## src/rtl/cpu_pkg.sv

```systemverilog
// Shared types for the pipeline hazard logic: forwarding select codes,
// shadow-stage records and the per-cycle control mode.
package cpu_pkg;

    localparam int SHADOW_AW = 5;

    localparam logic [1:0] FWD_REG   = 2'b00;
    localparam logic [1:0] FWD_EXMEM = 2'b10;
    localparam logic [1:0] FWD_MEMWB = 2'b01;

    typedef enum logic [1:0] {
        CTRL_RUN,
        CTRL_FLUSH,
        CTRL_LU_STALL,
        CTRL_MEM_WAIT
    } ctrl_mode_t;

    // Register-write view of the instruction sitting in ID/EX.
    typedef struct packed {
        logic [SHADOW_AW-1:0] rs;
        logic [SHADOW_AW-1:0] rt;
        logic [SHADOW_AW-1:0] rd;
        logic                 regwrite;
        logic                 memread;
    } ex_shadow_t;

    // Register-write view of the instructions in EX/MEM and MEM/WB.
    typedef struct packed {
        logic [SHADOW_AW-1:0] rd;
        logic                 regwrite;
    } wr_shadow_t;

    // $0 is hard-wired to zero, so a write to it never produces a value to forward.
    function automatic logic writes_reg(wr_shadow_t s, logic [SHADOW_AW-1:0] addr);
        return s.regwrite && (s.rd != '0) && (s.rd == addr);
    endfunction

endpackage

```

## src/rtl/forward_hazard_ctrl_fwd_sel.sv

```systemverilog
// Forwarding select for one EX operand: the youngest in-flight writer wins.
module fwd_sel
    import cpu_pkg::*;
(
    input  logic [SHADOW_AW-1:0] op_addr,
    input  wr_shadow_t           s_mem,
    input  wr_shadow_t           s_wb,
    output logic [1:0]           sel
);

    always_comb begin
        sel = FWD_REG;
        if (writes_reg(s_mem, op_addr)) begin
            sel = FWD_EXMEM;
        end else if (writes_reg(s_wb, op_addr)) begin
            sel = FWD_MEMWB;
        end
    end

endmodule

```

## src/rtl/forward_hazard_ctrl.sv

```systemverilog
// Forwarding and hazard controller: shadows the register-write info of the
// back three stages, drives operand forwarding, load-use stall and freeze.
module forward_hazard_ctrl
    import cpu_pkg::*;
#(
    parameter int REG_AW = 5,
    parameter int CNT_W  = 16
) (
    input  logic              clk_i,
    input  logic              rst_i,
    input  logic [REG_AW-1:0] id_rs_i,
    input  logic [REG_AW-1:0] id_rt_i,
    input  logic              id_uses_rs_i,
    input  logic              id_uses_rt_i,
    input  logic [REG_AW-1:0] id_rd_i,
    input  logic              id_regwrite_i,
    input  logic              id_memread_i,
    input  logic              flush_i,
    input  logic              dmem_busy_i,
    output logic [1:0]        fwd_a_sel_o,
    output logic [1:0]        fwd_b_sel_o,
    output logic              pc_write_o,
    output logic              ifid_write_o,
    output logic              idex_bubble_o,
    output logic              stall_all_o,
    output logic [CNT_W-1:0]  lu_stall_cnt_o,
    output logic [CNT_W-1:0]  mem_stall_cnt_o
);

    ex_shadow_t       s_ex_reg;
    ex_shadow_t       s_ex_next;
    wr_shadow_t       s_mem_reg;
    wr_shadow_t       s_wb_reg;
    logic [CNT_W-1:0] lu_cnt_reg;
    logic [CNT_W-1:0] mem_cnt_reg;

    ctrl_mode_t       mode;
    logic             lu_hazard;

    logic [SHADOW_AW-1:0] op_addr  [2];
    logic [1:0]           fwd_sel_w[2];

    assign op_addr[0] = s_ex_reg.rs;
    assign op_addr[1] = s_ex_reg.rt;

    generate
        for (genvar gi = 0; gi < 2; gi++) begin : g_fwd
            fwd_sel u_fwd_sel (
                .op_addr (op_addr[gi]),
                .s_mem   (s_mem_reg),
                .s_wb    (s_wb_reg),
                .sel     (fwd_sel_w[gi])
            );
        end
    endgenerate

    assign fwd_a_sel_o = fwd_sel_w[0];
    assign fwd_b_sel_o = fwd_sel_w[1];

    // The load in EX has no data yet; a dependent reader in ID must wait one cycle.
    always_comb begin
        lu_hazard = s_ex_reg.memread && (s_ex_reg.rd != '0) &&
                    ((id_uses_rs_i && (id_rs_i == s_ex_reg.rd)) ||
                     (id_uses_rt_i && (id_rt_i == s_ex_reg.rd)));
    end

    always_comb begin
        if (dmem_busy_i) begin
            mode = CTRL_MEM_WAIT;
        end else if (flush_i) begin
            mode = CTRL_FLUSH;
        end else if (lu_hazard) begin
            mode = CTRL_LU_STALL;
        end else begin
            mode = CTRL_RUN;
        end
    end

    always_comb begin
        pc_write_o    = 1'b1;
        ifid_write_o  = 1'b1;
        idex_bubble_o = 1'b0;
        stall_all_o   = 1'b0;
        case (mode)
            CTRL_MEM_WAIT: begin
                pc_write_o   = 1'b0;
                ifid_write_o = 1'b0;
                stall_all_o  = 1'b1;
            end
            CTRL_FLUSH: begin
                idex_bubble_o = 1'b1;
            end
            CTRL_LU_STALL: begin
                pc_write_o    = 1'b0;
                ifid_write_o  = 1'b0;
                idex_bubble_o = 1'b1;
            end
            default: ;
        endcase
    end

    // A bubble clears memread, which is what ends a load-use stall after one cycle.
    always_comb begin
        s_ex_next = '0;
        if (!idex_bubble_o) begin
            s_ex_next.rs       = id_rs_i;
            s_ex_next.rt       = id_rt_i;
            s_ex_next.rd       = id_rd_i;
            s_ex_next.regwrite = id_regwrite_i;
            s_ex_next.memread  = id_memread_i;
        end
    end

    always_ff @(posedge clk_i or negedge rst_i) begin
        if (!rst_i) begin
            s_ex_reg  <= '0;
            s_mem_reg <= '0;
            s_wb_reg  <= '0;
        end else if (mode != CTRL_MEM_WAIT) begin
            s_wb_reg           <= s_mem_reg;
            s_mem_reg.rd       <= s_ex_reg.rd;
            s_mem_reg.regwrite <= s_ex_reg.regwrite;
            s_ex_reg           <= s_ex_next;
        end
    end

    always_ff @(posedge clk_i or negedge rst_i) begin
        if (!rst_i) begin
            lu_cnt_reg  <= '0;
            mem_cnt_reg <= '0;
        end else begin
            if ((mode == CTRL_LU_STALL) && (lu_cnt_reg != '1)) begin
                lu_cnt_reg <= lu_cnt_reg + 1'b1;
            end
            if ((mode == CTRL_MEM_WAIT) && (mem_cnt_reg != '1)) begin
                mem_cnt_reg <= mem_cnt_reg + 1'b1;
            end
        end
    end

    assign lu_stall_cnt_o  = lu_cnt_reg;
    assign mem_stall_cnt_o = mem_cnt_reg;

endmodule

```

## config.mk

```make
export PLATFORM = sky130hd
export DESIGN_NAME = forward_hazard_ctrl
export DESIGN_NICKNAME = d
export VERILOG_FILES = /design/src/rtl/cpu_pkg.sv /design/src/rtl/forward_hazard_ctrl_fwd_sel.sv /design/src/rtl/forward_hazard_ctrl.sv
export SDC_FILE = /design/constraint.sdc
export NUM_CORES = 1
export LEC_CHECK = 0
export CORE_MARGIN = 4
export CORE_UTILIZATION = 47
export CTS_BUF_LIST = sky130_fd_sc_hd__clkbuf_4 sky130_fd_sc_hd__clkbuf_8
export DETAILED_ROUTE_END_ITERATION = 8
export PLACE_DENSITY_LB_ADDON = 0.25
export SLEW_MARGIN = 20
export SYNTH_ARGS = -nofsm -noshare
export SYNTH_HDL_FRONTEND = slang
export SYNTH_SLANG_ARGS = --single-unit
```

## constraint.sdc

```tcl
create_clock -name clk_i -period 4.6 [get_ports clk_i]
set_clock_uncertainty 0.2 [all_clocks]
set_input_delay 0.69 -clock clk_i [delete_from_list [all_inputs] [get_ports clk_i]]
set_output_delay 0.69 -clock clk_i [all_outputs]
set_load 0.005 [all_outputs]
```

==> flow_summary.json, run 1 <==
{
  "n_antenna_cell": 0,
  "maxSlewHeadroom": 0.5439,
  "period_minus_slack_ns": 3.782,
  "cts_resized": 0,
  "dp_hpwl_mm": 5.023,
  "tightest_slew_ns": 0.6842,
  "yosysWarningCount": 0,
  "synth_area_per_cell_um2": 10.92,
  "utilization": 0.6310,
  "drive_gt1_frac": 0.1278,
  "synth_area_leaders": "dfrtp_1 (49%), xor2_1 (8.9%), xnor2_1 (5.8%)",
  "vias": 2385,
  "leakagePower_nw": 1.794,
  "worstReg2RegEnd": "mem_stall_cnt_o[8]$_DFFE_PN0P_",
  "synth-edff-count": 0,
  "max_freq_mhz": 264.4,
  "cap_violations": 0,
  "reg2reg_depth": 9,
  "synthDistinctLibCells": 41,
  "route.detailed.drc": 0,
  "cts.clk_slew.worst_paths_ns": 0.06,
  "cp.arrival_ns": 2.89,
  "cp.required_ns": 3.71,
  "core_um2": 6422,
  "yosysTopAreaCellShare": 0.4853,
  "fin_tns_setup_ns": 0,
  "syn_to_final_growth_pct": 28.84,
  "hold_buffers": 0,
  "r2r_start": "s_ex_reg[6]$_DFFE_PN0P_",
  "gp_congestion": 0.8439,
  "grt_usage": 0.1776,
  "rows": 29,
  "vias_per_cell": 5.458,
  "yosysSeqAreaShare": 0.4853,
  "synth_area_leader_cell": "dfrtp_1",
  "hold_class": "in2async",
  "nNetsFinal": 383,
  "cts_tree": "done",
  "cts_setup_buffers": 0,
  "ir_worst_vdd_mv": 0.2915,
  "finalHoldViolations": 0,
  "powerDensity_nw_per_um2": 393.4,
  "antenna_left": 0,
  "io_buffers": 62,
  "rsz0062_at_grt": "false",
  "grt_max_degree": 41,
  "postRouteWirelength_mm": 6.908,
  "synthCells": 288,
  "outcome": "complete, no violations",
  "cts_buffers": 9,
  "endpoint_kind": "primary output",
  "slew_viol_final": 0,
  "clkLatencyLatePin_ns": 0.34,
  "root_buffer": "clkbuf_8",
  "initial_core_util": 0.4898,
  "die_h_um": 89.81,
  "reg2reg_slack_ns": 1.78,
  "grt_pass1_vias": 2335,
  "setup_viol": 0,
  "fin_crit_sh": 0.8222,
  "crit_fanout": 8,
  "drtIter0Drc": 75,
  "syn_nets": 316,
  "cts.sinks": 61,
  "cts-htree-levels": 3,
  "synth-seq-cells": 61,
  "die_area_um2": 8066,
  "fin_total_pwr_mw": 1.594,
  "critPathLaunchType": "input pin",
  "fillers": 550,
  "antenna_found_initial": 0,
  "io-pin-count": 63,
  "fp.dieW_um": 89.81,
  "wire_per_inst_um": 15.81,
  "clk_path_buf_depth": 2,
  "grt_pass1_wl_mm": 11.74,
  "yosys_most_used_dff": "dfrtp_1",
  "grt_overflow": 0,
  "first_pass_iters": 4,
  "ys_async_sr_fraction": 1.000,
  "critical_path_class": "in2out",
  "syn_area_um2": 3146
}
logic make-up after synthesis:
| logic type | Yosys count | synth area share |
|---|---|---|
| adders and majority gates | 5 | 0.01989 |
| xor gates and xnor gates | 53 | 0.1476 |
| and+or+nand+nor | 100 | 0.1746 |
| DFF | 61 | 0.4853 |
| AOI/OAI and AO/OA | 37 | 0.09069 |
| buffers and inverters | 14 | 0.01790 |
| muxes | 18 | 0.06404 |
layout by cell type, fill, tap and decap left out, drive strengths merged, types with 3 or more instances in the layout:
master	count
clkbuf	11
or4	4
buf	3
o21ai	13
nor4	9
clkdlybuf4s50	61
mux2	17
nor3	6
nand2	26
a22o	7
inv	6
nand2b	10
nor2	14
nand3	9
ha	5
xor2	32
clkinv	3
a211oi	3
xnor2	21
or2	3
dfrtp	61
nand4	12
a21oi	5
where the power goes:
group	switching [mW]	leakage (nW)	internal [mW]
clock	0.202	0.114	0.314
sequential	0.117	0.794	0.617
combinational	0.131	0.887	0.212
Yosys cell counts (2+ instances only):
library cell / count
xnor2_1: 21
or4_1: 4
mux2_2: 16
o21ai_0: 13
or2_2: 3
dfrtp_1: 61
a41oi_1: 2
xor2_1: 32
nor2_1: 14
buf_1: 2
a22o_1: 7
nor4_1: 9
ha_1: 5
nand2_1: 26
nand3_1: 9
clkbuf_1: 5
nor3_1: 5
nand4_1: 10
a21oi_1: 5
nand2b_1: 10
a211oi_1: 3
inv_1: 6
nand4_2: 2
cell type report:
cell class / count / area [um2] / area share
clock buffers: 11 / 138.9 / 0.03427
clock inverters: 5 / 75.07 / 0.01852
inverters: 6 / 22.52 / 0.005557
flip-flops and latches: 61 / 1526 / 0.3767
multi-input cells: 213 / 1563 / 0.3856
repair buffers: 64 / 630.6 / 0.1556
well taps: 77 / 96.34 / 0.02377
through the flow:
| stage | hold slack, ns | cell area [um2] | setup slack (ns) | instances |
|---|---|---|---|---|
| 3_5_place_dp | 0.3000 | 3839 | 0.7896 | 421 |
| 5_1_grt | 0.2377 | 4053 | 0.6619 | 437 |
| 2_1_floorplan | 0.1944 | 3146 | 1.492 | 288 |
| 4_1_cts | 0.2079 | 4053 | 0.7814 | 437 |
| 3_3_place_gp | 0.2922 | 3839 | 0.8856 | 421 |
| 6_report | 0.1924 | 4053 | 0.8180 | 437 |
worst max-delay path, stage by stage:
cell             delay, ns
clkdlybuf4s50_1       0.50
xnor2_1               0.14
nand4_1               0.13
o22ai_1               0.20
a41o_1                0.24
ha_1                  0.40
nor2_1                0.12
clkdlybuf4s50_1       0.47
per-layer routing:
layer	GRT usage	wire (um)	vias to the layer above
met2	0.2801	3205	55
met1	0.2401	3348	1160
li1	-	-	1160
met5	0	0	-
met3	0.04257	268	10
met4	0.06386	85	0
worst max-delay path by stage:
stage                    start            to  slack [ns]  cells past startpoint
floorplan           id_rs_i[1]    pc_write_o        1.49                      9
global placement    id_rs_i[1]    pc_write_o        0.89                      8
detailed placement  id_rs_i[1]  ifid_write_o        0.79                      8
CTS                 id_rs_i[1]  ifid_write_o        0.78                      8
global route        id_rs_i[1]  ifid_write_o        0.66                      8
finish              id_rs_i[1]  ifid_write_o        0.82                      8
(Power assumes the default switching activity.)
==> run 2, diff against run 1 <==
==> constraint.sdc (replaced) <==
create_clock -name clk_i -period 3.05 [get_ports clk_i]
set_clock_uncertainty 0.2 [all_clocks]
set_input_delay 0.4575 -clock clk_i [delete_from_list [all_inputs] [get_ports clk_i]]
set_output_delay 0.4575 -clock clk_i [all_outputs]
set_load 0.005 [all_outputs]
==> flow_summary.json, run 2 (synthesized netlist as in run 1, its figures left out) <==
{
  "route.detailed.drc": 0,
  "cp.arrival_ns": 2.34,
  "grt_usage": 0.1764,
  "cts.clk_slew.worst_paths_ns": 0.06,
  "cts.sinks": 61,
  "crit_fanout": 5,
  "leakagePower_nw": 1.920,
  "fillers": 522,
  "core_um2": 6422,
  "first_pass_iters": 4,
  "drive_gt1_frac": 0.1725,
  "io-pin-count": 63,
  "fp.dieW_um": 89.81,
  "post-place-ws_ns": -0.1304,
  "nNetsFinal": 396,
  "critical_path_class": "reg2out",
  "wire_per_inst_um": 15.40,
  "critPathLaunchType": "flop",
  "utilization": 0.6468,
  "clkLatencyLatePin_ns": 0.33,
  "clk_path_buf_depth": 2,
  "cap_violations": 0,
  "outcome": "complete, no violations",
  "cts_tree": "done",
  "fin_crit_sh": 0.9838,
  "ir_worst_vdd_mv": 0.3822,
  "cp.required_ns": 2.39,
  "hold_buffers": 0,
  "syn_to_final_growth_pct": 32.06,
  "route.met3.wl_um": 276,
  "antenna_left": 0,
  "cts_buffers": 9,
  "grt_max_degree": 62,
  "n_antenna_cell": 0,
  "die_area_um2": 8066,
  "hold_class": "in2async",
  "rows": 29,
  "setup_viol": 0,
  "period_minus_slack_ns": 3.001,
  "antenna_found_initial": 0,
  "layout.cells.most_common": "dfrtp_1",
  "root_buffer": "clkbuf_8",
  "met1_length_mm": 3.384,
  "top_layer": "met4",
  "postRouteWirelength_mm": 6.901,
  "initial_core_util": 0.4898,
  "cts-htree-levels": 3,
  "vias_per_cell": 5.482,
  "finalHoldViolations": 0,
  "grt_overflow": 0,
  "drtIter0Drc": 115,
  "slew_viol_final": 0,
  "io_buffers": 62,
  "fin_ws_ns": 0.04931,
  "maxSlewHeadroom": 0.4902,
  "grt_pass1_wl_mm": 11.79,
  "grt_pass1_vias": 2438,
  "max_freq_mhz": 333.3,
  "vias": 2456,
  "powerDensity_nw_per_um2": 550.0,
  "wl_met2_mm": 3.134,
  "tightest_slew_ns": 0.7648,
  "rsz0062_at_grt": "true",
  "die_h_um": 89.81,
  "endpoint_kind": "primary output",
  "dp_hpwl_mm": 4.925,
  "gp_congestion": 0.8628,
  "timing.hold.ws_ns": 0.08899,
  "fin_total_pwr_mw": 2.285,
  "layout_common_cells": "dfrtp_1 (61), clkdlybuf4s50_1 (52), xor2_1 (32)"
}
## run 2: changes by cell type in the layout (fill, tap and decap cells not counted), sizes merged
| cell | change |
|---|---|
| buf | +13 |
| clkinv | -1 |
| bufinv | -2 |
| dlymetal6s2s | +7 |
| clkbuf | +1 |
| clkdlybuf4s50 | -9 |
| dlygate4sd2 | +2 |
## run 2: per-stage QoR
step           setup TNS (ns)  area, um2  cells
2_1_floorplan               0       3146    288
3_3_place_gp          -0.2109       3899    429
3_5_place_dp          -0.5279       3899    429
4_1_cts                     0       4091    445
5_1_grt              -0.01814       4154    448
6_report                    0       4154    448
## run 2: layout make-up
type,count,area [um2],area share
Clock buffer,12,158.9,0.03825
Timing Repair Buffer,77,743.2,0.1789
Clock inverter,2,10.01,0.002410
Inverter,6,22.52,0.005422
Sequential cell,61,1526,0.3675
Tap cell,77,96.34,0.02319
Multi-Input combinational cell,213,1597,0.3843
## run 2: path summary, 6_finish.rpt
check / startpoint / cells past startpoint / to / slack [ns]
setup / recovery: s_ex_reg[6]$_DFFE_PN0P_ / 7 / pc_write_o / 0.05
hold / removal: rst_i / 2 / op_addr[1]$_DFFE_PN0P_ / 0.09
setup reg to reg: s_ex_reg[6]$_DFFE_PN0P_ / 9 / s_ex_reg[4]$_DFFE_PN0P_ / 0.27
hold reg to reg: s_wb_reg[0]$_DFFE_PN0P_ / 1 / s_wb_reg[0]$_DFFE_PN0P_ / 0.31
max in group asynchronous: rst_i / 2 / lu_stall_cnt_o[8]$_DFFE_PN0P_ / 2.06
min in group clk_i: id_rs_i[4] / 3 / op_addr[9]$_DFFE_PN0P_ / 0.25
## run 2: what timing repair did
action | CTS | global route
pin swaps | 3 | 8
setup buffers | 2 | 3
gates resized for setup | 6 | 12
endpoints found under the setup margin | 6 | 5
## run 2: critical path, cell delays in order (launching register included)
cell             delay [ns]
dfrtp_1                0.48
xnor2_1                0.23
nand4_1                0.16
o22ai_2                0.21
a41o_1                 0.24
ha_2                   0.23
nor2_4                 0.05
clkdlybuf4s50_1        0.43
## run 2: layer usage
metal / track usage / vias up
met5: 0 / -
met4: 0.06641 / 0
met3: 0.03589 / 12
met2: 0.2607 / 62
met1: 0.2559 / 1197
li1: - / 1185
## run 2: power by group
part / total (mW) / leakage (nW) / internal, mW / switching, mW
combinational: 0.569 / 1.04 / 0.346 / 0.223
sequential: 1.09 / 0.794 / 0.931 / 0.161
clock: 0.624 / 0.0915 / 0.337 / 0.287
==> run 3, diff against run 2 <==
--- a/config.mk
+++ b/config.mk
@@ -5,7 +5,7 @@
 export SDC_FILE = /design/constraint.sdc
 export NUM_CORES = 1
 export LEC_CHECK = 0
-export CORE_MARGIN = 4
+export CORE_ASPECT_RATIO = 0.9
 export CORE_UTILIZATION = 47
 export CTS_BUF_LIST = sky130_fd_sc_hd__clkbuf_4 sky130_fd_sc_hd__clkbuf_8
 export DETAILED_ROUTE_END_ITERATION = 8
==> flow_summary.json, run 3 (synthesized netlist as in run 1, its figures left out) <==
{
  "outcome": "complete, no violations",
  "antenna_left": 0,
  "crit_fanout": 3,
  "clk_path_buf_depth": 2,
  "antenna_found_initial": 0,
  "hold_class": "in2async",
  "cts.sinks": 61,
  "io_buffers": 62,
  "grt_max_degree": 41,
  "fin_ws_ns": 0.07412,
  "root_buffer": "clkbuf_8",
  "critical_path_class": "in2out",
  "placed_cell_area_um2": 3911,
  "grt_pass1_vias": 2425,
  "max_freq_mhz": 336.0,
  "cts-htree-levels": 3,
  "cts_buffers": 9,
  "maxSlewHeadroom": 0.4157,
  "postRouteWirelength_mm": 7.082,
  "rsz0062_at_grt": "false",
  "fin_tns_setup_ns": 0,
  "rows": 27,
  "fp.dieW_um": 88.24,
  "grt_overflow": 0,
  "cp.required_ns": 2.39,
  "io-pin-count": 63,
  "core_um2": 6284,
  "initial_core_util": 0.5006,
  "endpoint_kind": "primary output",
  "vias_per_cell": 5.293,
  "powerDensity_nw_per_um2": 553.9,
  "fin_area_um2": 4198,
  "slew_viol_final": 0,
  "dp_hpwl_mm": 5.039,
  "fillers": 527,
  "setup_viol": 0,
  "ir_worst_vdd_mv": 0.3846,
  "cts_tree": "done",
  "grt_usage": 0.2256,
  "cts.clk_slew.worst_paths_ns": 0.07,
  "utilization": 0.6681,
  "gp_congestion": 0.8270,
  "leakagePower_nw": 1.901,
  "regArea_um2": 1526,
  "route.detailed.drc": 0,
  "wire_per_inst_um": 15.36,
  "post-place-ws_ns": -0.09882,
  "period_minus_slack_ns": 2.976,
  "clkLatencyLatePin_ns": 0.34,
  "layout_common_cells": "dfrtp_1 (61), clkdlybuf4s50_1 (53), xor2_1 (32)",
  "vias": 2440,
  "cp.arrival_ns": 2.32,
  "nNetsFinal": 397,
  "die_area_um2": 7024,
  "cap_violations": 0,
  "grt_pass1_wl_mm": 11.95,
  "tightest_slew_ns": 0.8765,
  "syn_to_final_growth_pct": 33.45,
  "first_pass_iters": 4,
  "multi_input_area_um2": 1622,
  "n_antenna_cell": 0,
  "critPathLaunchType": "input pin",
  "fin_crit_sh": 0.9757,
  "layout.cells.most_common": "dfrtp_1",
  "drive_gt1_frac": 0.1872,
  "drtIter0Drc": 73,
  "die_h_um": 79.61,
  "finalHoldViolations": 0
}
==> run 3: worst paths after layout <==
path / depth (start not counted) / to / startpoint / slack (ns)
hold / removal: 1 / lu_stall_cnt_o[10]$_DFFE_PN0P_ / rst_i / 0.04
max in group asynchronous: 2 / lu_stall_cnt_o[1]$_DFFE_PN0P_ / rst_i / 1.87
setup reg to reg: 10 / lu_stall_cnt_o[15]$_DFFE_PN0P_ / s_ex_reg[4]$_DFFE_PN0P_ / 0.31
setup / recovery: 7 / idex_bubble_o / id_rs_i[4] / 0.07
min in group clk_i: 1 / s_wb_reg[0]$_DFFE_PN0P_ / s_wb_reg[0]$_DFFE_PN0P_ / 0.31
hold reg to reg: 1 / s_wb_reg[0]$_DFFE_PN0P_ / s_wb_reg[0]$_DFFE_PN0P_ / 0.31
==> run 3: what timing repair did <==
| item | 4_1_cts | 5_1_grt |
|---|---|---|
| setup buffers | 2 | 4 |
| resized for setup | 14 | 6 |
| hold buffers | 0 | 0 |
| setup endpoints to repair | 6 | 6 |
| pin swaps | 5 | 1 |
| endpoints found under the hold margin | 0 | 0 |
| gates cloned | 0 | 0 |
==> run 3: layout make-up <==
class                      instances  share of cell area
clock buffer                      12             0.03785
tap                               87             0.02593
inverter                           6            0.005365
timing repair buffer              78              0.1756
clock inverter                     4            0.005365
sequential                        61              0.3636
multi-input combinational        213              0.3863
==> run 3: metal layers <==
layer / global-route usage / up-vias / part of all wire
li1: - / 1186 / -
met1: 0.3217 / 1183 / 0.49
met2: 0.3300 / 62 / 0.46
met3: 0.06929 / 9 / 0.044
met4: 0.06290 / 0 / 0.012
met5: 0 / - / 0
==> run 3: critical path: stages <==
cell,delay (ns)
clkdlybuf4s50_1,0.49
xnor2_1,0.12
nand4_1,0.14
o22ai_2,0.17
a41o_2,0.27
ha_4,0.22
clkdlybuf4s50_1,0.45
==> run 3: stage by stage <==
step	std cells	total power [mW]	hold slack, ns
2_1_floorplan	288	1.351	-0.03809
3_3_place_gp	439	1.640	0.2928
3_5_place_dp	439	1.663	0.3027
4_1_cts	457	2.340	0.05738
5_1_grt	461	2.465	0.09977
6_report	461	2.325	0.03852
==> run 3: power by group <==
| group | switching [mW] | internal (mW) |
|---|---|---|
| Clock | 0.307 | 0.344 |
| Sequential | 0.168 | 0.931 |
| Combinational | 0.226 | 0.350 |
| Total | 0.700 | 1.62 |
==> variant: new RTL, flow settings as in run 2 <==
`CNT_W`: 16 -> 14.
--- a/src/rtl/forward_hazard_ctrl.sv
+++ b/src/rtl/forward_hazard_ctrl.sv
@@ -5,5 +5,5 @@
 #(
     parameter int REG_AW = 5,
-    parameter int CNT_W  = 16
+    parameter int CNT_W  = 14
 ) (
     input  logic              clk_i,
Interface: changed (resized lu_stall_cnt_o and mem_stall_cnt_o); port bits go from 63 to 59. No check against the original RTL was run, so the function may have changed too.
==> variant against run 2 <==
Worst setup slack gained 79 ps. Sequential cell count is 4 lower. Total power decreased by 2.5%. Area after synthesis decreased by 5.6%. Combinational power is 2% lower. Cell area fell by 6.8%. Routed wire length fell by 8.0%.
==> variant: results (changes against run 2) <==
met3 Use GR 4.920% (was 3.589%); post-DP HPWL 4640 um (was 4925 um); status complete, no violations (unchanged); Syn Inst Count 275 (was 288); top post-synthesis cells by area dfrtp_1 48%, xnor2_1 9.1%, xor2_1 5.9% (was dfrtp_1 49%, xor2_1 8.9%, xnor2_1 5.8%); Global Route Usage Sum 18.48% (was 17.64%); adder-cell share of the synthesized area 2.107% (was 1.989%); Cells after DPL 409 (was 429); Global Route met2 Usage 27.33% (was 26.07%); layout cell share with drive strength beyond 1 15.95% (was 17.25%); Final Cell Area 3871 um2 (was 4154 um2); Worst path slowest cell clkdlybuf4s50_1 (was dfrtp_1); syn_nets 303 (was 316); first-pass GRT wire length 10,900 um (was 11,790 um); Port Buf Inserts 58 (was 62); Total Routed Length 6346 um (was 6901 um); met1 usage 25.86% (was 25.59%); mux contribution to synthesized area 6.153% (was 6.404%); WL met1 2972 um (was 3384 um); CP max FO 3 (was 5); reg-to-reg setup timing slack 450 ps (was 270 ps); top cells by count, synth 57 x dfrtp_1, 31 x xnor2_1, 20 x nand2_1, 20 x xor2_1, 18 x nand3_1 (was 61 x dfrtp_1, 32 x xor2_1, 26 x nand2_1); largest net degree at the start of global routing 58 (was 62); vias 2,267 (was 2,456); First DRT Iteration DRCs 93 (was 115); placed cell area 3674 um2 (was 3899 um2); Syn. warnings 0 (unchanged); Critical Path AT 2260 ps (was 2340 ps); FILL cells 498 (was 522); compound-cell area share of the yosys netlist 7.585% (was 9.069%); xor/xnor share of the synthesized area 15.04% (was 14.76%); Met2 Routed Length 2955 um (was 3134 um); post-synthesis sequential area ratio 48.04% (was 48.53%); metal3 WL 337 um (was 276 um); VDD IR max 0.0004726 V (was 0.0003822 V); fin nets 374 (was 396); Top delay family on crit path buffers and inverters (was flip-flops); Via density 5.322 (was 5.482); final RePlAce weighted congestion 0.7940 (was 0.8628); Pleak 1.734 nW (was 1.920 nW); vias in the first global route 2,340 (was 2,438); post-synth cell types 44 (was 41); Max stage delay on crit path 450 ps (was 480 ps); Post-synth ARST share 100.0% (unchanged)
-- variant: area by class of cell --
type,count,area share [%]
Sequential cell,57,36.91
Multi-Input combinational cell,203,38.66
Clock buffer,12,3.782
Inverter,6,0.5818
Tap cell,75,2.424
Timing Repair Buffer,69,17.13
Clock inverter,4,0.5171
-- variant: timing repair --
item	in CTS	in global routing
endpoints found under the setup margin	4	3
pin swaps	2	2
cloned	0	0
setup buffers	0	1
gates resized for setup	4	8
-- variant: worst paths after layout --
kind | from | endpoint | cells past startpoint
min reg2reg | s_wb_reg[0]$_DFFE_PN0P_ | s_wb_reg[0]$_DFFE_PN0P_ | 1
max in group asynchronous | rst_i | s_mem_reg[1]$_DFFE_PN0P_ | 2
min | rst_i | s_ex_reg[5]$_DFFE_PN0P_ | 2
max | id_rt_i[4] | pc_write_o | 9
max reg2reg | s_ex_reg[6]$_DFFE_PN0P_ | s_ex_reg[2]$_DFFE_PN0P_ | 9
min in group clk_i | s_wb_reg[0]$_DFFE_PN0P_ | s_wb_reg[0]$_DFFE_PN0P_ | 1
-- variant: report_power, final --
group	total, W	switching (W)	internal, W
registers	0.00107	0.000191	0.000880
clock network	0.000598	0.000282	0.000316
logic	0.000559	0.000209	0.000350
total	0.00223	0.000682	0.00155
-- variant: metrics by stage --
step / setup slack (ps) / setup TNS, ps / total power (W) / hold slack (ps)
after floorplan: 407.0 / 0 / 0.001341 / -38.09
after global placement: 1.311 / 0 / 0.001628 / 293.7
after detailed placement: -21.77 / -32.18 / 0.001641 / 294.9
after CTS: 8.630 / 0 / 0.002254 / 91.87
after global routing: -7.826 / -8.748 / 0.002378 / 135.0
final: 128.3 / 0 / 0.002228 / 62.23
